$ cat config.mk
export PLATFORM = sky130hd
export DESIGN_NAME = morse_letter_player
export DESIGN_NICKNAME = d
export VERILOG_FILES = /design/src/rtl/morse_letter_player.sv
export SDC_FILE = /design/constraint.sdc
export NUM_CORES = 1
export LEC_CHECK = 0
export ABC_AREA = 1
export CORE_MARGIN = 4
export CORE_UTILIZATION = 65
export DETAILED_ROUTE_END_ITERATION = 16
export HOLD_SLACK_MARGIN = 0.12
export PLACE_DENSITY = 0.83
export SLEW_MARGIN = 10
export SYNTH_ARGS = -nofsm -noshare
export SYNTH_HDL_FRONTEND = slang
export SYNTH_SLANG_ARGS = --single-unit
$ cat constraint.sdc
create_clock -name CLOCK_50 -period 6.13 [get_ports CLOCK_50]
set_input_delay 1.839 -clock CLOCK_50 [delete_from_list [all_inputs] [get_ports CLOCK_50]]
set_output_delay 1.839 -clock CLOCK_50 [all_outputs]
set_load 0.05 [all_outputs]
$ cat src/rtl/morse_letter_player.sv
// Morse letter player: plays one letter A-Z on a single LED with standard
// Morse timing (dot 1, dash 3, symbol gap 1, letter gap 3, word gap 7 units).
// Has a start/busy/done handshake, an invalid-letter error pulse and a beacon
// mode that replays the latched letter after each word gap.
module morse_letter_player #(
  parameter int TICK_DIV = 25_000_000,
  parameter int CNT_W    = 25
) (
  input  logic       CLOCK_50,
  input  logic       reset,
  input  logic       start,
  input  logic [4:0] letter,
  input  logic       repeat_en,
  output logic       led,
  output logic       busy,
  output logic       done,
  output logic       error
);

  typedef enum logic [2:0] {IDLE, LOAD, MARK, SPACE, LGAP, WGAP} state_t;

  state_t           state;
  logic [CNT_W-1:0] presc;
  logic             tick;
  logic             last_unit;
  logic [2:0]       unit_cnt;
  logic [4:0]       letter_q;
  logic [2:0]       sym_len;
  logic [3:0]       sym_code;
  logic [1:0]       sym_idx;
  logic [6:0]       rom_word;

  // A mark lasts one unit for a dot and three units for a dash.
  function automatic logic [2:0] mark_units(input logic is_dash);
    return is_dash ? 3'd3 : 3'd1;
  endfunction

  assign tick      = (presc == CNT_W'(TICK_DIV - 1));
  assign last_unit = tick && (unit_cnt == 3'd1);

  // Letter ROM {len, code}: symbols sent LSB first, 0 = dot, 1 = dash.
  always_comb begin
    rom_word = 7'd0;
    case (letter_q)
      5'd0:  rom_word = {3'd2, 4'b0010}; // A .-
      5'd1:  rom_word = {3'd4, 4'b0001}; // B -...
      5'd2:  rom_word = {3'd4, 4'b0101}; // C -.-.
      5'd3:  rom_word = {3'd3, 4'b0001}; // D -..
      5'd4:  rom_word = {3'd1, 4'b0000}; // E .
      5'd5:  rom_word = {3'd4, 4'b0100}; // F ..-.
      5'd6:  rom_word = {3'd3, 4'b0011}; // G --.
      5'd7:  rom_word = {3'd4, 4'b0000}; // H ....
      5'd8:  rom_word = {3'd2, 4'b0000}; // I ..
      5'd9:  rom_word = {3'd4, 4'b1110}; // J .---
      5'd10: rom_word = {3'd3, 4'b0101}; // K -.-
      5'd11: rom_word = {3'd4, 4'b0010}; // L .-..
      5'd12: rom_word = {3'd2, 4'b0011}; // M --
      5'd13: rom_word = {3'd2, 4'b0001}; // N -.
      5'd14: rom_word = {3'd3, 4'b0111}; // O ---
      5'd15: rom_word = {3'd4, 4'b0110}; // P .--.
      5'd16: rom_word = {3'd4, 4'b1011}; // Q --.-
      5'd17: rom_word = {3'd3, 4'b0010}; // R .-.
      5'd18: rom_word = {3'd3, 4'b0000}; // S ...
      5'd19: rom_word = {3'd1, 4'b0001}; // T -
      5'd20: rom_word = {3'd3, 4'b0100}; // U ..-
      5'd21: rom_word = {3'd4, 4'b1000}; // V ...-
      5'd22: rom_word = {3'd3, 4'b0110}; // W .--
      5'd23: rom_word = {3'd4, 4'b1001}; // X -..-
      5'd24: rom_word = {3'd4, 4'b1101}; // Y -.--
      5'd25: rom_word = {3'd4, 4'b0011}; // Z --..
      default: rom_word = 7'd0;
    endcase
  end

  // Unit prescaler: held at zero until play starts, then wraps every TICK_DIV cycles.
  always_ff @(posedge CLOCK_50) begin
    if (reset) begin
      presc <= '0;
    end else if (state == IDLE || state == LOAD || tick) begin
      presc <= '0;
    end else begin
      presc <= presc + CNT_W'(1);
    end
  end

  // Main sequencer: walks the latched symbols and drives the registered outputs.
  always_ff @(posedge CLOCK_50) begin
    if (reset) begin
      state    <= IDLE;
      led      <= 1'b0;
      busy     <= 1'b0;
      done     <= 1'b0;
      error    <= 1'b0;
      unit_cnt <= 3'd0;
      letter_q <= 5'd0;
      sym_len  <= 3'd0;
      sym_code <= 4'd0;
      sym_idx  <= 2'd0;
    end else begin
      done  <= 1'b0;
      error <= 1'b0;
      if (tick) begin
        unit_cnt <= unit_cnt - 3'd1;
      end
      case (state)
        IDLE: begin
          led  <= 1'b0;
          busy <= 1'b0;
          if (start) begin
            if (letter < 5'd26) begin
              letter_q <= letter;
              busy     <= 1'b1;
              state    <= LOAD;
            end else begin
              error <= 1'b1;
            end
          end
        end
        LOAD: begin
          sym_len  <= rom_word[6:4];
          sym_code <= rom_word[3:0];
          sym_idx  <= 2'd0;
          unit_cnt <= mark_units(rom_word[0]);
          led      <= 1'b1;
          state    <= MARK;
        end
        MARK: begin
          if (last_unit) begin
            led <= 1'b0;
            if ({1'b0, sym_idx} == sym_len - 3'd1) begin
              unit_cnt <= 3'd3;
              state    <= LGAP;
            end else begin
              unit_cnt <= 3'd1;
              state    <= SPACE;
            end
          end
        end
        SPACE: begin
          if (last_unit) begin
            sym_idx  <= sym_idx + 2'd1;
            unit_cnt <= mark_units(sym_code[sym_idx + 2'd1]);
            led      <= 1'b1;
            state    <= MARK;
          end
        end
        LGAP: begin
          if (last_unit) begin
            if (repeat_en) begin
              unit_cnt <= 3'd4;
              state    <= WGAP;
            end else begin
              busy  <= 1'b0;
              done  <= 1'b1;
              state <= IDLE;
            end
          end
        end
        WGAP: begin
          if (last_unit) begin
            sym_idx  <= 2'd0;
            unit_cnt <= mark_units(sym_code[0]);
            led      <= 1'b1;
            state    <= MARK;
          end
        end
        default: begin
          led   <= 1'b0;
          busy  <= 1'b0;
          state <= IDLE;
        end
      endcase
    end
  end

endmodule
* Word-level counts from Yosys, hierarchy flattened *
Memory sizes are Yosys's and may differ from the RTL's. A register that Yosys moved wholly into a read port is not among the register bits.
Cells that the tools add are included.

word-level totals
  memories kept = 1
  output and inout port bits = 4
  bits in read-only memories = 224
  flip-flop bits (word level) = 49

memory list
  name              words  bits a word  rd ports  clocked after memory_dff  wr ports  line  RTL
  (name not given)  32     7            1         1                         0         44    case (letter_q)

operators by class
  bitwise gates (word level) = 5
  reduce and logical (&&, ||, !) cells = 15
  magnitude comparators = 2
  add/sub/neg operators = 4
  mux-type cells = 36
  equality and inequality tests = 16

operator list
  operator                                           number
  2-to-1 mux 3 bit                                   13
  one-hot mux 3 bit (5 select lines)                 2
  adder 25 x 1 -> 25 bit (second input constant)     1
  == test 25 bit (second input constant)             1
  2-to-1 mux 2 bit                                   6
  != test 2 bit (second input constant)              6
  AND reduction 3 bit                                4
  2-to-1 mux 5 bit                                   2
  2-to-1 mux 1 bit                                   9
  == test 3 x 1 -> 1 bit (second input constant)     2
  == test 3 x 2 -> 1 bit (second input constant)     2
  == test 3 bit (second input constant)              2
  one-hot mux 2 bit (3 select lines)                 1
  OR reduction 3 bit                                 2
  subtractor 3 x 1 -> 3 bit (second input constant)  2
  < comparator 5 bit (second input constant)         1
  inverter 1 bit                                     5
  AND reduction 5 bit                                1
  != test 2 x 1 -> 1 bit (second input constant)     2
  one-hot mux 1 bit (4 select lines)                 1
  OR reduction 2 bit                                 2
  OR reduction 4 bit                                 1
  == test 2 x 3 -> 1 bit                             1
  zero test 3 bit                                    1
  7 further kinds                                    8

* Depth between registers and ports, before layout *
  word-level depth = 6
  depth in mapped cells = 15
  mapped depth without buffers = 15

* Worst setup path after synthesis *
Ideal clock, no wire load.

  kind = input-to-reg
  start = input letter[1]
  end = register rom_word[2] (netlist name)
  data arrival time = 3.199 ns
  slack = 2.818 ns
  setup time = 0.112 ns
  cell stages on the path = 15
  cell sequence = nor2_1 > nor2_4 > nor2_4 > inv_2 > nand2_1 > nand2_1 > nand2_1 > inv_1 > ha_1 > inv_1 > nand2_1 > nand3_1 > nand2_1 > nand2_1 > nand2_1

between the ends
  longest elaborated chain between the ends = 4

RTL lines
  item                                                 line  RTL
  start, declared                                      12    input logic [4:0] letter,
  < comparator 5 bit                                   110   if (letter < 5'd26) begin
  AND reduction 3 bit (no source line)                 n/a
  2-to-1 mux 5 bit (no source line) (*) (2 in series)  n/a

Mark *: on every way between the ends. The rest lies on a longest branch, timed or not.
A chain may end at the register's enable or synchronous reset.

* Worst setup path in the final report *
  start = input reset
  end = register rom_word[5] (netlist name)

between the ends
  longest elaborated chain between the ends = 1

RTL lines
  item                               line  RTL
  start, declared                    10    input logic reset,
  2-to-1 mux 5 bit (no source line)  n/a

No other way between the ends.

==> run metrics <==
CP cell instances=clkdlybuf4s50_1 > inv_1 > nand2_1 > ha_1 > inv_1 > nand2_1 > nand2_1 > nand2_1 > nand2_1 > nand2_1 > nand2_1; most common cell in the synthesized netlist=nand2_1; total gr overflow=0; vias in the first global route=2931; setup slack at placement=1.852 ns; Synth Warn #=0; worst hold start=rom_word[6]; Reg2Reg Depth=14; post-synthesis compound-gate area fraction=11.82%; # resized after CTS=0; largest family of logic cells by synthesized area=simple AND/OR/NAND/NOR gates; DP HPWL=5.102 mm; Most common cell on crit path=nand2_1; crit end category=flop; DRC viols=0; startpoint type of the worst setup path=input port; largest net degree at the start of global routing=18; Die X-Extent=78.01 µm; post-synthesis mux area share=0%; Buf+Inv Stages, Crit Path=3; register area share after synthesis=35.19%; clock sink count=56; Worst EP required=6.35 ns; final instance area=3461 µm²; share of cells above drive strength 1=7.475%; crit share post-route=between 60% and 70%; Yosys top cell area share=35.19%; Detailed Route Iter0 Violations=about 230; worst rel slew slack=around three fifths; post-synthesis average cell area=6.623 µm²; Hold Fails Final Rpt=0; WL met2=3.254 mm; Reg-to-Reg Start=state[2]; Area Overhead vs Synth=8.641%; first-pass GRT wire length=between 10 and 15 mm; Final Setup Violations=0; status=finished clean; synth cell count leaders=134 x nand2_1, 67 x inv_1, 56 x dfxtp_1, 44 x nor2_1, 39 x a21oi_1; mean routed wirelength per cell=11.84 µm; Synth Area in Adders=4.713%; post-CTS setup buffers=0; Synth cell types=33; Area contributors post-synth=dfxtp_1 35%, nand2_1 16%, inv_1 7.9%; synthesis-stage register bit count=56; routed metal-1 wirelength=roughly 3.0 mm; placed inst area=roughly 3400 µm²; antenna-violating nets left=0; CTS buffer count=5; Worst Slack Setup Final=2.139 ns; Setup CP Type=input port to flop; worst-case clock skew=0.005580 ns; asr flop ratio synth=0%; Synth Flop Type=dfxtp_1; final total power=roughly 1.2 mW; RSZ-0062 raised after global routing=no; initial antenna violation count=0; power density cells=360.1 nW/µm²; layout net count=515; simple-gate share of the synthesized area=36.49%; max-cap viol count=0; TNS Setup=0 ns; vias per std cell=5.238; number of synthesized flops with an enable pin=0; CTS tree=built; clk_lat worst skew=0.31 ns; gr usage total=24.71%; # hold bufs at CTS=0; ant diodes=0; row count=25; worst-path fanout max=16; Arr. time, crit path=4.21 ns; kind of cell adding the most delay to the critical path=buffers and inverters; Worst setup endpoint=rom_word[5]; Synth Area in XOR/XNOR=1.925%; mapped cell area=3186 µm²; crit path max-delay cell type=clkdlybuf4s50_1; Slew @ Worst Pin=0.5897 ns; Die ar.=6085 µm²; Root Buffer=clkbuf_8; worst vdd ir=163.2 µV; Final Util=about 73%; Die Height=78.01 µm; Mapped Cells=481; Critical path origin=reset; Slew Limit Fails=0; worst hold path class=flop to flop; post-synth top area cell=dfxtp_1; worst reg2reg setup slack=3.88 ns; fmax=approximately 250 MHz; H-tree depth=2; routed wire length=6.652 mm; Initial Util=67.44%; Pre-antenna DRT Iters=5; input/output buffers=12; IO Pins=13; CTS max path bufs=2; worst r2r dst=rom_word[5]; Post-Syn Nets=502; core area=4723 µm²; Largest stage delay, worst path=0.66 ns; metal3 WL=between 300 and 400 µm; Leakage=~1.5 nW; via count=2944; Tmin final=3.991 ns; highest metal used=met4; routability cong.=0.9474; Worst-path clk slew=0.10 ns; Crit path depth=11
==> through the flow <==
stage                     hold slack (ns)  std cells
after floorplan                    0.4175        481
after global placement             0.4256        554
after detailed placement           0.4382        554
after CTS                          0.4511        562
after global routing               0.4638        562
final                              0.4546        562
==> cell usage in the layout (no fill, tap or decap), drive strengths merged, types with 3 or more instances in the layout <==
cell / synthesis / layout
a21oi: 39 / 39
clkbuf: 2 / 6
dfxtp: 56 / 56
nor3: 9 / 9
nor2: 56 / 56
ha: 12 / 12
xnor2: 3 / 3
nand2: 136 / 136
clkdlybuf4s50: 0 / 12
nand4: 11 / 11
o21ai: 22 / 22
o21a: 3 / 3
inv: 74 / 74
nor4: 4 / 4
nand3: 38 / 38
xor2: 4 / 4
==> state kept, by name (all words and copies together) (netlist names), 2 cells and up <==
name,cells
presc,25
rom_word,7
letter_q,5
sym_code,4
state,3
sym_len,3
unit_cnt,3
sym_idx,2
==> layer usage <==
layer | global-route usage (%) | up-vias
met5 | 0 | -
met4 | 9.790 | 0
met3 | 6.032 | 15
met2 | 43.07 | 69
met1 | 28.99 | 1303
li1 | - | 1557
==> kinds of logic (layout without fill, tap and decap cells) <==
family,Yosys count,in the layout
AND/OR/NAND/NOR,257,257
buffers and inverters,80,94
AO/OA/AOI/OAI,69,69
flip-flops,56,56
adder cells (fa/ha/maj),12,12
XOR/XNOR,7,7
==> how the worst min path moves through the flow <==
stage	endpoint	cells past startpoint	slack, ns
5_1_grt	sym_len[2]	2	0.46
4_1_cts	sym_len[2]	2	0.45
3_3_place_gp	presc[0]	1	0.43
2_1_floorplan	presc[0]	1	0.42
3_5_place_dp	sym_len[2]	2	0.44
6_report	sym_len[2]	2	0.45
==> power by group <==
group	internal [mW]	leakage [nW]	switching [mW]	total, mW
logic	0.182	1.00	0.361	0.542
registers	0.425	0.456	0.0390	0.464
clock network	0.121	0.0552	0.118	0.240
total	0.728	1.51	0.518	1.25
==> worst reg2reg max path, stage by stage, from the launching register on <==
cell,delay (ns)
dfxtp_1,0.36
inv_2,0.15
nand3_2,0.19
nor2_4,0.23
nand2_1,0.08
nand2_1,0.14
nand2_1,0.18
ha_1,0.38
inv_1,0.04
nand2_1,0.13
nand2_1,0.07
nand2_1,0.06
nand2_1,0.05
nand2_1,0.05
nand2_1,0.04
==> area by class of cell <==
class / instances / area [µm²]
clock buffer: 6 / 72.57
clock inverter: 2 / 35.03
fill: 402 / 1262
inverter: 74 / 277.8
multi-input combinational: 345 / 1750
sequential: 56 / 1121
tap: 67 / 83.83
timing repair buffer: 12 / 120.1
No activity file was read; power rests on OpenSTA's default activity.
